$ cat src/rtl/park_pkg.sv
// Shared definitions for the parking gate arbiter: FSM state encoding,
// default timing/capacity constants and the timer width helper.
package park_pkg;

   typedef enum logic [1:0] {
      IDLE,
      OPEN_IN,
      OPEN_OUT,
      CLOSING
   } gate_state_t;

   localparam int unsigned DEF_CAPACITY     = 8;
   localparam int unsigned DEF_OPEN_TIMEOUT = 20;
   localparam int unsigned DEF_CLOSE_CYCLES = 4;

   // Width able to hold the larger of the two terminal counts (at least 1 bit).
   function automatic int unsigned timer_width(input int unsigned a, input int unsigned b);
      int unsigned m;
      m = (a > b) ? a : b;
      return ($clog2(m + 1) < 1) ? 1 : $clog2(m + 1);
   endfunction

endpackage

$ cat src/rtl/parking_gate_arbiter_gate_timer.sv
// Up-counter from zero; load arms a new terminal value and restarts the count,
// tc flags count == terminal and the count holds there.
module gate_timer
   import park_pkg::*;
#(
   parameter int unsigned W = 5
) (
   input  logic         clk,
   input  logic         reset,
   input  logic         clear,
   input  logic         load,
   input  logic [W-1:0] load_value,
   output logic [W-1:0] count,
   output logic         tc
);

   logic [W-1:0] term;

   assign tc = (count == term);

   always_ff @(posedge clk) begin
      if (reset || clear) begin
         count <= '0;
         term  <= '0;
      end else if (load) begin
         count <= '0;
         term  <= load_value;
      end else if (!tc) begin
         count <= count + 1'b1;
      end
   end

endmodule

$ cat src/rtl/parking_gate_arbiter.sv
// Parking barrier arbiter: grants entry/exit requests round-robin, times the
// open window and the closing guard interval, and tracks lot occupancy.
module parking_gate_arbiter
   import park_pkg::*;
#(
   parameter int unsigned CAPACITY     = DEF_CAPACITY,
   parameter int unsigned OPEN_TIMEOUT = DEF_OPEN_TIMEOUT,
   parameter int unsigned CLOSE_CYCLES = DEF_CLOSE_CYCLES
) (
   input  logic       clk,
   input  logic       reset,
   input  logic       entry_req,
   input  logic       exit_req,
   input  logic       pass_sensor,
   output logic       grant_in,
   output logic       grant_out,
   output logic       gate_open,
   output logic       dir_in,
   output logic [7:0] occupancy,
   output logic       full,
   output logic       empty,
   output logic       timeout_err
);

   localparam int unsigned TW = timer_width(OPEN_TIMEOUT, CLOSE_CYCLES);
   localparam logic [TW-1:0] OPEN_LAST  = TW'(OPEN_TIMEOUT - 1);
   localparam logic [TW-1:0] CLOSE_LAST = TW'(CLOSE_CYCLES - 1);
   localparam logic [7:0]    CAP        = 8'(CAPACITY);

   gate_state_t    state, state_n;
   logic           last_in, last_in_n;
   logic           dir_in_n;
   logic           elig_in, elig_out;
   logic           occ_inc, occ_dec, to_fire;
   logic           t_clear, t_load;
   logic [TW-1:0]  t_value;
   logic [TW-1:0]  t_count;
   logic           t_tc;

   gate_timer #(.W(TW)) u_timer (
      .clk        (clk),
      .reset      (reset),
      .clear      (t_clear),
      .load       (t_load),
      .load_value (t_value),
      .count      (t_count),
      .tc         (t_tc)
   );

   assign full      = (occupancy == CAP);
   assign empty     = (occupancy == '0);
   assign elig_in   = entry_req && !full;
   assign elig_out  = exit_req && !empty;
   assign gate_open = (state == OPEN_IN) || (state == OPEN_OUT);
   // The timer is reloaded on every grant, so count zero marks the first open cycle.
   assign grant_in  = (state == OPEN_IN)  && (t_count == '0);
   assign grant_out = (state == OPEN_OUT) && (t_count == '0);

   always_comb begin
      state_n   = state;
      last_in_n = last_in;
      dir_in_n  = dir_in;
      occ_inc   = 1'b0;
      occ_dec   = 1'b0;
      to_fire   = 1'b0;
      t_clear   = 1'b0;
      t_load    = 1'b0;
      t_value   = '0;
      unique case (state)
         IDLE: begin
            if (elig_in && (!elig_out || !last_in)) begin
               state_n  = OPEN_IN;
               dir_in_n = 1'b1;
               t_load   = 1'b1;
               t_value  = OPEN_LAST;
            end else if (elig_out) begin
               state_n  = OPEN_OUT;
               dir_in_n = 1'b0;
               t_load   = 1'b1;
               t_value  = OPEN_LAST;
            end
         end
         OPEN_IN, OPEN_OUT: begin
            if (pass_sensor || t_tc) begin
               state_n   = CLOSING;
               last_in_n = (state == OPEN_IN);
               t_load    = 1'b1;
               t_value   = CLOSE_LAST;
               if (pass_sensor) begin
                  occ_inc = (state == OPEN_IN);
                  occ_dec = (state == OPEN_OUT);
               end else begin
                  to_fire = 1'b1;
               end
            end
         end
         CLOSING: begin
            if (t_tc) begin
               state_n = IDLE;
               t_clear = 1'b1;
            end
         end
         default: state_n = IDLE;
      endcase
   end

   always_ff @(posedge clk) begin
      if (reset) begin
         state       <= IDLE;
         last_in     <= 1'b0;
         dir_in      <= 1'b0;
         occupancy   <= '0;
         timeout_err <= 1'b0;
      end else begin
         state       <= state_n;
         last_in     <= last_in_n;
         dir_in      <= dir_in_n;
         timeout_err <= to_fire;
         if (occ_inc)
            occupancy <= occupancy + 8'd1;
         else if (occ_dec)
            occupancy <= occupancy - 8'd1;
      end
   end

endmodule
$ cat config.mk
export PLATFORM = sky130hd
export DESIGN_NAME = parking_gate_arbiter
export DESIGN_NICKNAME = d
export VERILOG_FILES = /design/src/rtl/park_pkg.sv /design/src/rtl/parking_gate_arbiter_gate_timer.sv /design/src/rtl/parking_gate_arbiter.sv
export SDC_FILE = /design/constraint.sdc
export NUM_CORES = 1
export LEC_CHECK = 0
export BUFFER_PORTS_ARGS = -buffer_cell sky130_fd_sc_hd__buf_2
export CORE_MARGIN = 1
export CORE_UTILIZATION = 61
export DETAILED_ROUTE_END_ITERATION = 10
export GPL_TIMING_DRIVEN = 0
export PLACE_DENSITY = 0.93
export SETUP_SLACK_MARGIN = 0.4
export SKIP_CTS_REPAIR_TIMING = 1
export SLEW_MARGIN = 20
export SYNTH_ARGS = -nofsm -noshare
export SYNTH_HDL_FRONTEND = slang
export SYNTH_SLANG_ARGS = --single-unit
$ cat constraint.sdc
create_clock -name clk -period 3.27 [get_ports clk]
set_input_delay 0.1635 -clock clk [delete_from_list [all_inputs] [get_ports clk]]
set_output_delay 0.1635 -clock clk [all_outputs]
set_load 0.05 [all_outputs]
======== Yosys cells after proc, flatten, opt, wreduce, memory -nomap -nowiden ========
Index checks and enable logic that the tools add are counted.
storage, ports and cells
  register bits after elaboration ......... 23
  bits of input ports ..................... 5
  output and inout port bits .............. 15
  word-level logic and storage cells ...... 70
cells by class
  $add $sub $neg .......................... 3
  equal/unequal tests ..................... 8
  mux-type cells .......................... 26
  bitwise operators ....................... 2
  reduce and logical (&&, ||, !) cells .... 24
operators by type and width
  kind                                                  number
  2-to-1 mux 8 bit                                      2
  2-to-1 mux 1 bit                                      14
  2-to-1 mux 2 bit                                      5
  2-to-1 mux 5 bit                                      2
  one-hot mux 5 bit (2 select lines)                    1
  adder 8 x 1 -> 8 bit (second input constant)          1
  equality test 8 x 4 -> 1 bit (second input constant)  1
  zero test 8 bit                                       1
  subtractor 8 x 1 -> 8 bit (second input constant)     1
  one-hot mux 2 bit (3 select lines)                    1
  adder 5 x 1 -> 5 bit (second input constant)          1
  equality test 5 bit                                   1
  logical AND 1 bit                                     5
  zero test 5 bit                                       1
  equality test 2 bit (second input constant)           2
  zero test 1 bit                                       4
  logical OR 1 bit                                      4
  != test 2 bit (second input constant)                 2
  AND reduction 2 bit                                   2
  nonzero test 2 bit                                    2
  OR reduction 2 bit                                    2
  != test 3 bit (second input constant)                 1
  AND reduction 3 bit                                   1
  OR reduction 3 bit                                    1
  other kinds (4)                                       5

======== Depth between registers and ports, before layout ========
Gate-level depths: netlist (run 1).
  depth in word-level cells ............... 9
  mapped depth ............................ 9

======== Hierarchy ========
From an unflattened synthesis (run 1), not the netlist that was laid out.
second synthesis, totals
  cell total of the unflattened synthesis .. 182
  area, all modules ....................... 1592.8 µm²
by module, submodules not included
  module                instances  cells each  area each (µm²)
  parking_gate_arbiter  1          123         1049.8
  gate_timer            1          59          543.0

======== Worst setup path before layout (run 1) ========
OpenSTA, ideal clock, no wires.
  path kind ............................... reg2out
  from .................................... register occupancy[0]
  to ...................................... output port empty
  arrival time ............................ 2237 ps
  required time ........................... 3107 ps
  slack ................................... 869 ps
  stages on the path, launching flop included .. 3
  path buffers ............................ 0
  cells stage by stage .................... dfxtp_1 -> or4_4 -> nor3_1
on the way
  longest elaborated chain between the ends .. 1
RTL lines
  item                    line                         text
  start, declared         parking_gate_arbiter.sv:19   output logic [7:0] occupancy,
  start signal, assigned  parking_gate_arbiter.sv:120  occupancy <= occupancy + 8'd1;
  start signal, assigned  parking_gate_arbiter.sv:122  occupancy <= occupancy - 8'd1;
  zero test 8 bit         parking_gate_arbiter.sv:51   assign empty = (occupancy == '0);
  end, declared           parking_gate_arbiter.sv:21   output logic empty,
No other way between the ends.

======== Worst setup path in the final report (run 1) ========
  from .................................... register state[1]
  to ...................................... register occupancy[7]
on the way
  longest elaborated chain between the ends .. 5
  elaborated cells between the ends (all ways) .. 11
  those cells by class .................... eq/ne: 2; mux: 7; reduce/logical: 2
RTL lines
  item                                                                 line                                                                                text
  start, declared                                                      parking_gate_arbiter.sv:30                                                          gate_state_t state, state_n;
  start signal, assigned                                               parking_gate_arbiter.sv:115                                                         state <= state_n;
  equality test 2 x 1 -> 1 bit or equality test 2 bit (tied branches)  parking_gate_arbiter.sv:69, parking_gate_arbiter.sv:90, parking_gate_arbiter.sv:91
  2-to-1 mux 1 bit                                                     parking_gate_arbiter.sv:89                                                          if (pass_sensor) begin
  2-to-1 mux 1 bit                                                     parking_gate_arbiter.sv:84                                                          if (pass_sensor || t_tc) begin
  2-to-1 mux 1 bit                                                     parking_gate_arbiter.sv:69                                                          unique case (state)
  2-to-1 mux 8 bit or nonzero test 2 bit (tied branches)               --
Several ways; a longest one is shown, not always the timed one.
A chain may end at the register's enable or synchronous reset.

==> flow_summary.ini, run 1 <==
[timing]
hold_ws_ns = 0.2299
max_freq_ghz = 0.3751
setup_violations = 0
fin_skew_ns = 0.005958
finalHoldViolCount = 0
worst_pin_slew_ns = 0.6634
fin_crit_ns = 2.666
finalSetupTns_ns = 0
post-route-period-util = 0.8152
drv_slew = 0
maxSlewHeadroom = 0.5556
rsz0062_at_grt = no
finalWorstSetupSlack_ns = 0.6042

[cts]
clk_pin_slew_ns = 0.12
cts_tree = done
cts-htree-levels = 1
numCtsBuffers = 3
cts_buffer_depth = 2
insertion_delay_ns = 0.33
cts_root_buf = clkbuf_4
clkSinkCount = 20

[pwr]
total_power_mw = 1.768
p_leak_nw = 0.7309
ir_drop_v = 0.001050
p_per_area_mw_per_mm2 = 1120

[detailed_routing]
routed-wl-met3_um = 146
routed_wl_mm = 3.175
first_iter_violations = 34
met2WireLength_mm = 1.665
viasPerCell = 6.228
vias = 1283
routedWlPerCell_um = 15.41
wl_met1_mm = 1.301
highest_layer = met4
ant_nets = 0
drc = 2
firstDrtPassIters = 7

[grt]
grt_pass1_vias = 1240
grt_max_degree = 12
grt-ovfl-total = 0
grt_pass1_wl_mm = 5.292
grt_use_total = 0.2748
antenna_found_initial = 0

[die]
die_width_um = 50.21
core-area_mm2 = 0.002191
ios = 20
row_count = 17
initial_core_util = 0.6471
dieHeight_um = 50.21
dieArea_mm2 = 0.002521

[layout]
layout-drive-gt1-share = 0.2135
finalNonFillerCells = 206
utilization = 0.7207
flow.area_growth_from_synthesis_pct = 11.39
design_area_mm2 = 0.001579
diodes = 0
num-nets-final = 199

[yosys]
yosysWarnings = 0
yosysTopAreaCell = dfxtp_1
avgSynthCellArea_um2 = 9.087
ys_types = 48
synth.area.top_cells = dfxtp_1, ha_1, mux2i_1, nor2_1, inv_1
netlist.area_leader.share = 0.2824
synth_fp_nets = 176
synth_edf_count = 0
synth_most_common_cell = dfxtp_1
synth_common_cells = dfxtp_1, nor2_1, ha_1, inv_1, nand3_1
synth-main-ff-cell = dfxtp_1
yosysSeqAreaShare = 0.2824
async_flop_share = 0
syn_inst = 156
ys_ff_latch = 20
syn_area_mm2 = 0.001418

[worst_setup_path]
arrival_ns = 2.89
startpoint = state[1]
startpoint_type = register
reg2reg_from = state[1]
endpoint_kind = register
rrSetupSlack_ns = 0.60
crit_fanout = 8
worstSetupPathType = reg2reg
worstPathRequired_ns = 3.50

[place]
place_ws_ns = 0.7160
dpl.cell_count = 202
globalplace.congestion = 0.8355
dp_hpwl_mm = 2.383
placed_area_mm2 = 0.001543
port_buffers = 18

[worst_hold_path]
hold_class = in2reg
worstHoldStart = pass_sensor

[outcome]
outcome = finished, violations left
violations = design-rule violations

[flow_run]
drv_cap = 0
==> worst paths after layout <==
kind | endpoint | cells past startpoint
hold / removal | timeout_err | 3
setup reg to reg | occupancy[7] | 9
hold reg to reg | u_timer.term[4] | 2
setup / recovery | occupancy[7] | 9
==> cell usage in the layout, fill, tap and decap left out, types with 2 or more instances in the layout <==
cell,n
dfxtp_1,20
buf_2,18
nor2_1,15
inv_1,14
ha_1,14
nand3_1,8
a21oi_1,7
mux2i_1,6
xor2_1,5
nor3_1,4
o21ai_0,4
xnor2_1,4
or3_1,3
nand2_1,3
nor4b_1,3
and2_1,3
clkbuf_4,3
or4_4,2
a31oi_1,2
o211ai_2,2
a21oi_2,2
o21a_1,2
clkbuf_1,2
o211ai_1,2
nand3b_1,2
o2111ai_1,2
o31ai_1,2
==> flip-flops by register name, summed over array words and instances (netlist names) <==
| register | cells |
|---|---|
| u_timer.term | 2 |
| dir_in | 1 |
| u_timer.count | 5 |
| timeout_err | 1 |
| occupancy | 8 |
| last_in | 1 |
| state | 2 |
==> critical path, stage by stage (launching register included) <==
cell and delay (ns):
dfxtp_1 0.45, inv_1 0.12, ha_1 0.25, nand2_1 0.27
ha_1 0.30, a21oi_1 0.26, o2111ai_1 0.19, o211ai_1 0.15
mux2i_1 0.23, mux2_2 0.34
==> logic make-up after synthesis <==
logic type      count (synthesis)  share of synthesized area
flops                          20                     0.2824
fa+ha+maj                      15                     0.1377
simple gates                   50                     0.2030
xor+xnor                        9                    0.05560
compound gates                 38                     0.2259
buf+inv                        17                    0.04501
mux                             7                    0.05031
==> area by class of cell <==
| class | count | area [µm²] |
|---|---|---|
| repair buffers | 18 | 90.09 |
| multi-input cells | 119 | 953.4 |
| inverters | 14 | 52.55 |
| flip-flops and latches | 20 | 400.4 |
| fillers | 157 | 611.8 |
| plain buffers | 3 | 11.26 |
| clock buffers | 4 | 36.28 |
| well taps | 28 | 35.03 |
==> layer usage <==
metal | vias up | global-route usage
met5 | - | 0
met4 | 0 | 0.1286
met2 | 41 | 0.5133
met3 | 7 | 0.05152
met1 | 621 | 0.2908
li1 | 614 | -
==> report_power, final <==
group / leakage (nW) / internal (mW) / switching, mW / total (mW)
Combinational: 0.547 / 0.457 / 0.759 / 1.22
Clock: 0.0210 / 0.0683 / 0.0866 / 0.155
Sequential: 0.163 / 0.309 / 0.0881 / 0.397
Total: 0.731 / 0.835 / 0.934 / 1.77
(Power assumes the default switching activity.)
==> run 2, diff against run 1 <==
--- a/config.mk
+++ b/config.mk
@@ -5,12 +5,13 @@
 export SDC_FILE = /design/constraint.sdc
 export NUM_CORES = 1
 export LEC_CHECK = 0
+export ABC_AREA = 1
 export BUFFER_PORTS_ARGS = -buffer_cell sky130_fd_sc_hd__buf_2
 export CORE_MARGIN = 1
-export CORE_UTILIZATION = 61
+export CORE_UTILIZATION = 50
 export DETAILED_ROUTE_END_ITERATION = 10
 export GPL_TIMING_DRIVEN = 0
-export PLACE_DENSITY = 0.93
+export PLACE_DENSITY = 0.83
 export SETUP_SLACK_MARGIN = 0.4
 export SKIP_CTS_REPAIR_TIMING = 1
 export SLEW_MARGIN = 20
==> constraint.sdc (replaced) <==
create_clock -name clk -period 2.15 [get_ports clk]
set_input_delay 0.1075 -clock clk [delete_from_list [all_inputs] [get_ports clk]]
set_output_delay 0.1075 -clock clk [all_outputs]
set_load 0.05 [all_outputs]
==> run 2 against run 1 <==
- combinational power up 52%
- the flow now finishes without violations
- via count increased by 6.3%
- final area up 9.0%
==> flow_summary.ini, run 2 <==
[timing]
fin_skew_ns = 0.004549
fin_crit_ns = 1.844
drv_slew = 0
rsz0062_at_grt = yes
post-route-period-util = 0.8576
finalSetupTns_ns = 0
worst_pin_slew_ns = 0.2659
finalWorstSetupSlack_ns = 0.3062
finalHoldViolCount = 0
maxSlewHeadroom = 0.8214
setup_violations = 0
max_freq_ghz = 0.5423

[flow_run]
drv_cap = 0

[place]
dp_hpwl_mm = 2.086
place_ws_ns = 0.05507
port_buffers = 19
globalplace.congestion = 0.8200
placed_area_mm2 = 0.001509

[worst_setup_path]
endpoint_kind = register
worst_path_max_delay_cell = dfxtp_4
worstSetupPathType = reg2reg
cpPeakStageDelay_ns = 0.37
path_cells = inv_4, ha_4, nand2_8, ha_4, nand3_1, nand2_2, nand3_2, nand2_1, nand2_1, a21oi_1, nor2_1
startpoint_type = register
worstPathRequired_ns = 2.36
crit_fanout = 5
arrival_ns = 2.05

[grt]
grt-ovfl-total = 0
antenna_found_initial = 0
grt_pass1_wl_mm = 4.436
grt_use_total = 0.2124
grt_max_degree = 12
grt_pass1_vias = 1081

[yosys]
ys_types = 24
synth.area.top_cells = dfxtp_1, ha_1, nand2_1, inv_1, a21oi_1
async_flop_share = 0
synth_edf_count = 0
synth-main-ff-cell = dfxtp_1
syn_inst = 193
yosysTopAreaCell = dfxtp_1
syn_area_mm2 = 0.001346
yosysWarnings = 0
ys_ff_latch = 20
avgSynthCellArea_um2 = 6.976
synth_fp_nets = 213
netlist.area_leader.share = 0.2974
synth_common_cells = nand2_1, inv_1, dfxtp_1, a21oi_1, ha_1
yosysSeqAreaShare = 0.2974
synth_most_common_cell = nand2_1

[die]
initial_core_util = 0.5385
core-area_mm2 = 0.002500
ios = 20
dieHeight_um = 53.89
row_count = 18
dieArea_mm2 = 0.002904
die_width_um = 53.89

[detailed_routing]
first_iter_violations = 47
routed_wl_mm = 3.303
routed-wl-met3_um = 174
drc = 0
vias = 1364
routedWlPerCell_um = 12.95
viasPerCell = 5.349
ant_nets = 0
highest_layer = met4
met2WireLength_mm = 1.568
firstDrtPassIters = 4
wl_met1_mm = 1.425

[layout]
nFillCells = 197
layout-drive-gt1-share = 0.2756
final_cell_mix = nand2_1, inv_1, buf_2
utilization = 0.6887
num-nets-final = 246
flow.area_growth_from_synthesis_pct = 27.88
diodes = 0
regMostFlops = occupancy
largestRegisters = occupancy: 8 flops, u_timer.count: 5 flops
largest_reg_flops = 8
design_area_mm2 = 0.001722
final_common_cell = nand2_1

[pwr]
clkPwrFrac = 0.083
seqPwrFrac = 0.218
p_comb_frac = 0.699
ir_drop_v = 0.001024
p_per_area_mw_per_mm2 = 1546
p_switching_mw = 1.445
p_leak_nw = 0.8643
p_int_mw = 1.216
p_sw_frac = 0.5430

[cts]
cts-htree-levels = 1
cts_buffer_depth = 2
cts_tree = done
insertion_delay_ns = 0.30
clkSinkCount = 20
clk_pin_slew_ns = 0.12
cts_root_buf = clkbuf_4
numCtsBuffers = 3

[outcome]
outcome = complete, no violations

[worst_hold_path]
hold_class = in2reg
run 2: cell count changes in the layout (fill, tap and decap cells not counted), moves of 7 or more:
cell     delta
buf_4       +8
inv_1      +20
nand2_1    +37
ha_1        -7
run 2: final timing paths:
kind | startpoint | end | slack [ns] | cells past startpoint
setup / recovery | state[1] | occupancy[7] | 0.31 | 11
hold / removal | reset | state[0] | 0.08 | 2
setup reg to reg | state[1] | occupancy[7] | 0.31 | 11
hold reg to reg | dir_in | dir_in | 0.47 | 2
run 2: worst max-delay path: cells and delay by family, from the launching register on:
kind | cells | cell delay, ns
adder cells (fa/ha/maj) | 2 | 0.50
buffers and inverters | 1 | 0.06
flip-flops | 1 | 0.37
AND/OR/NAND/NOR | 7 | 0.66
AO/OA/AOI/OAI | 1 | 0.15
run 2: kinds of logic (layout without fill, tap and decap cells):
kind of cell	Yosys count	after routing	share of synthesized area
AO/OA/AOI/OAI	33	33	0.1431
XOR/XNOR	7	7	0.04554
adder cells (fa/ha/maj)	15	15	0.1450
buffers and inverters	35	66	0.09759
flip-flops	20	20	0.2974
AND/OR/NAND/NOR	83	84	0.2714
run 2: routing by layer:
layer  up-vias  global-route usage
met5         -                   0
met4         0             0.08772
met3        14             0.02542
met2        52              0.3477
met1       612              0.2798
li1        686                   -
run 2: layout make-up:
type,count,area [µm²],share of cell area
clock buffers,4,36.28,0.02108
inverters,35,133.9,0.07776
multi-input cells,139,953.4,0.5538
flip-flops and latches,20,405.4,0.2355
well taps,30,37.54,0.02180
repair buffers,27,155.1,0.09012
run 2: power groups by stage:
stage                     Clock [mW]  Combinational [mW]  Sequential [mW]
final                          0.221                1.86            0.580
after global routing           0.238                2.02            0.595
after CTS                      0.231                1.57            0.562
after detailed placement           0                1.57            0.571
after global placement             0                1.54            0.566
after floorplan                    0                1.10            0.750
run 2: stage by stage:
step                      total power, mW  instances  hold slack, ns
after floorplan                     1.847        193          0.1766
after global placement              2.109        242          0.3861
after detailed placement            2.136        242          0.3867
after CTS                           2.366        246         0.05667
after global routing                2.855        255         0.08188
final                               2.662        255         0.07719
